`src/rtl/digit_inference_ctrl.sv`:
```
// Sequencer for one digit inference: clears the fully connected layer, streams
// WIDTH pixels into it, waits for its done flag and reports the signed argmax.
module digit_inference_ctrl #(
  parameter int BITS    = 24,
  parameter int WIDTH   = 784,
  parameter int HEIGHT  = 10,
  parameter int TIMEOUT = 1023
) (
  input  logic                     clk,
  input  logic                     reset,
  input  logic                     start,
  input  logic                     pix_valid,
  input  logic [BITS-1:0]          pix_data,
  output logic                     pix_ready,
  output logic                     fc_rst_n,
  output logic [9:0]               fc_counter,
  output logic [BITS-1:0]          fc_pixel,
  input  logic                     fc_done,
  input  logic [BITS*HEIGHT-1:0]   fc_scores,
  output logic                     busy,
  output logic                     result_valid,
  output logic [3:0]               digit,
  output logic [BITS-1:0]          max_score,
  output logic                     error
);

  localparam int TW = $clog2(TIMEOUT + 1);

  typedef enum logic [2:0] {
    S_IDLE,
    S_CLEAR,
    S_LOAD,
    S_COMPUTE,
    S_ARGMAX,
    S_DONE
  } state_e;

  state_e          state_q, state_d;
  logic [9:0]      idx_q, idx_d;
  logic [TW-1:0]   tmo_q, tmo_d;
  logic [3:0]      arg_i_q, arg_i_d;
  logic [3:0]      best_q, best_d;
  logic [BITS-1:0] run_max_q, run_max_d;
  logic            err_q, err_d;

  logic            pix_ready_q, pix_ready_d;
  logic            fc_rst_n_q, fc_rst_n_d;
  logic [9:0]      fc_counter_q, fc_counter_d;
  logic [BITS-1:0] fc_pixel_q, fc_pixel_d;
  logic            busy_q, busy_d;
  logic            result_valid_q, result_valid_d;
  logic [3:0]      digit_q, digit_d;
  logic [BITS-1:0] max_score_q, max_score_d;
  logic            error_q, error_d;

  logic            xfer;
  logic            last_pix;
  logic [BITS-1:0] cur_score;

  // Handshake uses the registered ready the source actually sees.
  assign xfer     = (state_q == S_LOAD) && pix_valid && pix_ready_q;
  assign last_pix = (idx_q == 10'(WIDTH - 1));

  always_comb begin
    cur_score = '0;
    for (int k = 0; k < HEIGHT; k++) begin
      if (arg_i_q == 4'(k)) cur_score = fc_scores[k*BITS +: BITS];
    end
  end

  always_comb begin
    // NOTE: every variable gets a default before the case so no path leaves
    // one unassigned, which would otherwise infer a latch.
    state_d        = state_q;
    idx_d          = idx_q;
    tmo_d          = tmo_q;
    arg_i_d        = arg_i_q;
    best_d         = best_q;
    run_max_d      = run_max_q;
    err_d          = err_q;
    pix_ready_d    = 1'b0;
    fc_rst_n_d     = (state_q != S_CLEAR);
    fc_counter_d   = '0;
    fc_pixel_d     = fc_pixel_q;
    busy_d         = (state_q != S_IDLE);
    result_valid_d = 1'b0;
    digit_d        = digit_q;
    max_score_d    = max_score_q;
    error_d        = error_q;

    unique case (state_q)
      S_IDLE: begin
        if (start) state_d = S_CLEAR;
      end

      S_CLEAR: begin
        idx_d   = '0;
        err_d   = 1'b0;
        state_d = S_LOAD;
      end

      S_LOAD: begin
        pix_ready_d = 1'b1;
        if (xfer) begin
          idx_d        = idx_q + 10'd1;
          fc_counter_d = idx_q + 10'd1;
          fc_pixel_d   = pix_data;
          if (last_pix) begin
            pix_ready_d = 1'b0;
            tmo_d       = '0;
            state_d     = S_COMPUTE;
          end
        end
      end

      S_COMPUTE: begin
        if (fc_done) begin
          arg_i_d = '0;
          state_d = S_ARGMAX;
        end else begin
          tmo_d = tmo_q + TW'(1);
          if (tmo_d == TW'(TIMEOUT)) begin
            err_d   = 1'b1;
            state_d = S_DONE;
          end
        end
      end

      S_ARGMAX: begin
        // Strict greater-than keeps the lowest index on ties.
        if ((arg_i_q == 4'd0) || ($signed(cur_score) > $signed(run_max_q))) begin
          run_max_d = cur_score;
          best_d    = arg_i_q;
        end
        arg_i_d = arg_i_q + 4'd1;
        if (arg_i_q == 4'(HEIGHT - 1)) state_d = S_DONE;
      end

      S_DONE: begin
        result_valid_d = 1'b1;
        if (err_q) begin
          digit_d     = 4'hF;
          max_score_d = '0;
          error_d     = 1'b1;
        end else begin
          digit_d     = best_q;
          max_score_d = run_max_q;
          error_d     = 1'b0;
        end
        state_d = S_IDLE;
      end

      default: state_d = S_IDLE;
    endcase
  end

  always_ff @(posedge clk or negedge reset) begin
    if (!reset) begin
      state_q        <= S_IDLE;
      idx_q          <= '0;
      tmo_q          <= '0;
      arg_i_q        <= '0;
      best_q         <= '0;
      run_max_q      <= '0;
      err_q          <= 1'b0;
      pix_ready_q    <= 1'b0;
      fc_rst_n_q     <= 1'b0;
      fc_counter_q   <= '0;
      fc_pixel_q     <= '0;
      busy_q         <= 1'b0;
      result_valid_q <= 1'b0;
      digit_q        <= '0;
      max_score_q    <= '0;
      error_q        <= 1'b0;
    end else begin
      // NOTE: non-blocking assignments so every flop samples the values from
      // before this edge, independent of statement order.
      state_q        <= state_d;
      idx_q          <= idx_d;
      tmo_q          <= tmo_d;
      arg_i_q        <= arg_i_d;
      best_q         <= best_d;
      run_max_q      <= run_max_d;
      err_q          <= err_d;
      pix_ready_q    <= pix_ready_d;
      fc_rst_n_q     <= fc_rst_n_d;
      fc_counter_q   <= fc_counter_d;
      fc_pixel_q     <= fc_pixel_d;
      busy_q         <= busy_d;
      result_valid_q <= result_valid_d;
      digit_q        <= digit_d;
      max_score_q    <= max_score_d;
      error_q        <= error_d;
    end
  end

  assign pix_ready    = pix_ready_q;
  assign fc_rst_n     = fc_rst_n_q;
  assign fc_counter   = fc_counter_q;
  assign fc_pixel     = fc_pixel_q;
  assign busy         = busy_q;
  assign result_valid = result_valid_q;
  assign digit        = digit_q;
  assign max_score    = max_score_q;
  assign error        = error_q;

endmodule

```
`config.mk`:
```
export PLATFORM = sky130hd
export DESIGN_NAME = digit_inference_ctrl
export DESIGN_NICKNAME = d
export VERILOG_FILES = /design/src/rtl/digit_inference_ctrl.sv
export SDC_FILE = /design/constraint.sdc
export NUM_CORES = 1
export LEC_CHECK = 0
export ABC_AREA = 0
export CORE_ASPECT_RATIO = 0.8
export CORE_MARGIN = 2
export CORE_UTILIZATION = 39
export DETAILED_ROUTE_END_ITERATION = 16
export GPL_TIMING_DRIVEN = 0
export PLACE_DENSITY = 0.82
export SETUP_SLACK_MARGIN = 0.2
export SYNTH_ARGS = -nofsm -noshare
export SYNTH_HDL_FRONTEND = slang
export SYNTH_SLANG_ARGS = --single-unit
```
`constraint.sdc`:
```
create_clock -name clk -period 3.6 [get_ports clk]
set_clock_uncertainty 0.1 [all_clocks]
set_input_delay 0.36 -clock clk [delete_from_list [all_inputs] [get_ports clk]]
set_output_delay 0.36 -clock clk [all_outputs]
set_load 0.005 [all_outputs]
```
==> results.toml <==
[clocking]
cts.sinks = 123
clk_latency_ps = 420
numCtsBuffers = 17
cts_tree = "done"
cts_root_buffer = "clkbuf_16"
clock_path_buffers = 2
htreeDepth = 4
clkSlewWorstSetupHoldPaths_ps = 60

[drt]
wl_per_cell_um = 21.84
num_vias = 8984
route.detailed.drc = 0
via_per_inst = 5.838
firstDrtPassIters = 7
drt-initial-drc-count = 983
finalWirelength_mm = 33.62
ant_nets = 0

[layout]
fin_nets = 1568
drive_gt1_share_pct = 18.19
final_common_cell = "clkdlybuf4s50_1"
diodes = 0
layout_common_cells = "clkdlybuf4s50_1, nand2_1, dfrtp_1"
syn_to_final_growth_pct = 69.96
finalNonFillerCells = 1539
n_fill_cell = 1432

[logic_synthesis]
syn_inst = 884
synth_area_um2 = 7702
ys_seq_area_share_pct = 39.96
synth_nets = 1184
async_flop_share_pct = 100.0
ys_seq_elements = 123
synth_warnings = 0
synth_edf_count = 0
avgSynthCellArea_um2 = 8.713
synthFlopType = "dfrtp_1"
synth_cell_types = 56

[floorplanning]
die_x_um = 161.1
die_area_um2 = 20900
initial_core_util_pct = 40.24
pin_count = 336
fp.dieH_um = 129.7
coreArea_um2 = 19140
fp-row-count = 45

[grt]
grt_max_degree = 102
grt_antenna_before_repair = 2
grt_pass1_vias = 8718
grt_pass1_wl_mm = 49.19
gr-usage-all-layers_pct = 30.62
grt_overflow = 0

[placed_design]
routabilityCongestion = 1.009
dpl.cell_count = 1478
dp_hpwl_mm = 24.59
io_buffers = 335

[pwr]
leakagePower_nw = 5.380
power_density_nw_per_um2 = 836.5
ir_drop_mv = 0.4678
fin_total_pwr_w = 0.01095

[critical_path]
critPathLaunchType = "flop"
critPathMaxFanout = 10
critPathArrivalTime_ps = 4250
cp_num_buf_inv = 6
cpPeakStageDelay_ps = 470
critPathCaptureType = "flop"
crit_type = "flop to flop"
critPathSlowestCell = "a221oi_1"
crit_path_cell_trace = "inv_4 -> ha_4 -> buf_2 -> and2_1 -> clkbuf_2 -> buf_4 -> a221oi_1 -> o21ai_2 -> ha_1 -> o21ai_0 -> a211oi_2 -> o311ai_2 -> nand4_1 -> nor3b_2 -> buf_6 -> buf_12 -> mux2_4"
required_ps = 3800
crit_family = "compound AO/OA/AOI/OAI gates"

[sta]
hold_violations = 0
worst_slack_ps = -446.8
final.setup.tns_ps = -11930
fin_crit_sh_pct = 112.4
drv_slew = 0
clock.fmax_mhz = 247.1
grt_setup_unrepaired = "true"
setup_violations = 28
relSlewSlack_pct = 38.28
worst_pin_slew_ps = 913.0
timing.final.crit_period_ps = 4047

[run_status]
status = "finished with violations"
violations = "negative setup slack"

[flow_run]
cap_violations = 0

[hold_path]
hp-class = "input pin to async pin"
kinds of logic after synthesis:
logic type,Yosys count,share of synthesized area [%]
AO/OA/AOI/OAI,296,26.36
buffers and inverters,108,6.124
flip-flops,123,39.96
XOR/XNOR,9,1.023
AND/OR/NAND/NOR,287,17.01
multiplexers,30,4.483
adder cells (fa/ha/maj),31,5.036
sequential cells by signal, indices dropped and copies added, names as in the netlist:
register	flops
fc_pixel	24
max_score	24
run_max_q	24
fc_counter	10
idx_q	10
tmo_q	10
arg_i_q	4
best_q	4
digit	4
state_q	3
busy	1
err_q	1
error	1
fc_rst_n	1
pix_ready	1
result_valid	1
final timing paths:
| path | start | to | slack [ps] | cells after the start |
|---|---|---|---|---|
| max in group asynchronous | reset | arg_i_q[0]$_DFFE_PN0P_ | 2300 | 3 |
| worst min register to register | max_score[3]$_DFFE_PN0P_ | max_score[3]$_DFFE_PN0P_ | 370 | 2 |
| min in group clk | pix_data[3] | fc_pixel[3]$_DFFE_PN0P_ | 370 | 3 |
| worst max-delay path | arg_i_q[1]$_DFFE_PN0P_ | run_max_q[20]$_DFFE_PN0P_ | -450 | 17 |
| worst max register to register | arg_i_q[1]$_DFFE_PN0P_ | run_max_q[20]$_DFFE_PN0P_ | -450 | 17 |
| worst min-delay path | reset | error$_DFFE_PN0P_ | 260 | 2 |
power breakdown:
part | internal [W] | switching [W]
Combinational | 0.00338 | 0.00366
Sequential | 0.00182 | 0.000303
Clock | 0.00110 | 0.000681
cell type report:
cell class / instances / area, um^2 / area share [%]
flip-flops and latches: 123 / 3080 / 23.53
inverters: 38 / 145.1 / 1.109
repair buffers: 365 / 3616 / 27.62
multi-input cells: 653 / 4770 / 36.43
plain buffers: 70 / 541.8 / 4.138
clock buffers: 17 / 425.4 / 3.250
well taps: 258 / 322.8 / 2.466
clock inverters: 15 / 190.2 / 1.453
synthesized netlist by cell type (3+ instances only):
cell | count | area, um^2
a211oi_1 | 3 | 22.52
nand2_1 | 146 | 548.0
inv_1 | 37 | 138.9
a31oi_1 | 3 | 18.77
a221oi_2 | 3 | 45.04
a221oi_1 | 26 | 227.7
mux2_4 | 3 | 45.04
clkbuf_1 | 36 | 135.1
a311oi_1 | 3 | 26.28
mux2_2 | 23 | 259.0
o31ai_1 | 30 | 225.2
a21oi_1 | 26 | 130.1
nor3_1 | 12 | 60.06
o22ai_1 | 26 | 162.7
nor2b_1 | 6 | 37.54
buf_6 | 4 | 45.04
mux2i_1 | 3 | 30.03
dfrtp_1 | 123 | 3078
o21a_1 | 11 | 82.58
buf_1 | 5 | 18.77
or3_4 | 3 | 33.78
nand3_1 | 22 | 110.1
a21o_1 | 7 | 52.55
buf_2 | 23 | 115.1
nand2b_1 | 5 | 31.28
nand4_1 | 10 | 62.56
and3_1 | 4 | 25.02
a221o_1 | 5 | 50.05
a22oi_1 | 73 | 548.0
o21ai_1 | 13 | 65.06
ha_1 | 31 | 387.9
o21ai_0 | 56 | 280.3
nor4_1 | 3 | 18.77
nor2_1 | 53 | 198.9
a211o_1 | 3 | 26.28
xnor2_1 | 4 | 35.03
xor2_1 | 5 | 43.79
and2_1 | 7 | 43.79
or3_1 | 5 | 31.28
metal layers:
metal	wire length [um]	track usage, %	vias to the layer above	part of all wire [%]
li1	-	-	4021	-
met1	13600	40.86	4304	40
met4	1115	10.50	4	3.3
met3	3912	10.20	97	12
met5	27	0	-	0.080
met2	14960	47.13	558	45
per-stage QoR:
| step | worst slack, ps | util [%] | hold WS (ps) | cell area [um^2] |
|---|---|---|---|---|
| after floorplan | -27.80 | - | -35.59 | 7886 |
| after global placement | -2707 | 60.40 | 358.3 | 11560 |
| after detailed placement | -862.4 | 60.55 | 125.1 | 11590 |
| after CTS | -303.4 | 66.93 | 259.8 | 12810 |
| after global routing | -599.2 | 68.39 | 273.3 | 13090 |
| final | -446.8 | 68.39 | 255.6 | 13090 |
timing repair:
| action | CTS | global route |
|---|---|---|
| gates resized for setup | 114 | 46 |
| hold buffers | 1 | 0 |
| setup endpoints to repair | 28 | 28 |
| pin swaps | 16 | 18 |
| hold endpoints to repair | 22 | 0 |
| gates cloned | 1 | 1 |
| buffers inserted | 14 | 12 |
No activity file was read; power rests on OpenSTA's default activity.
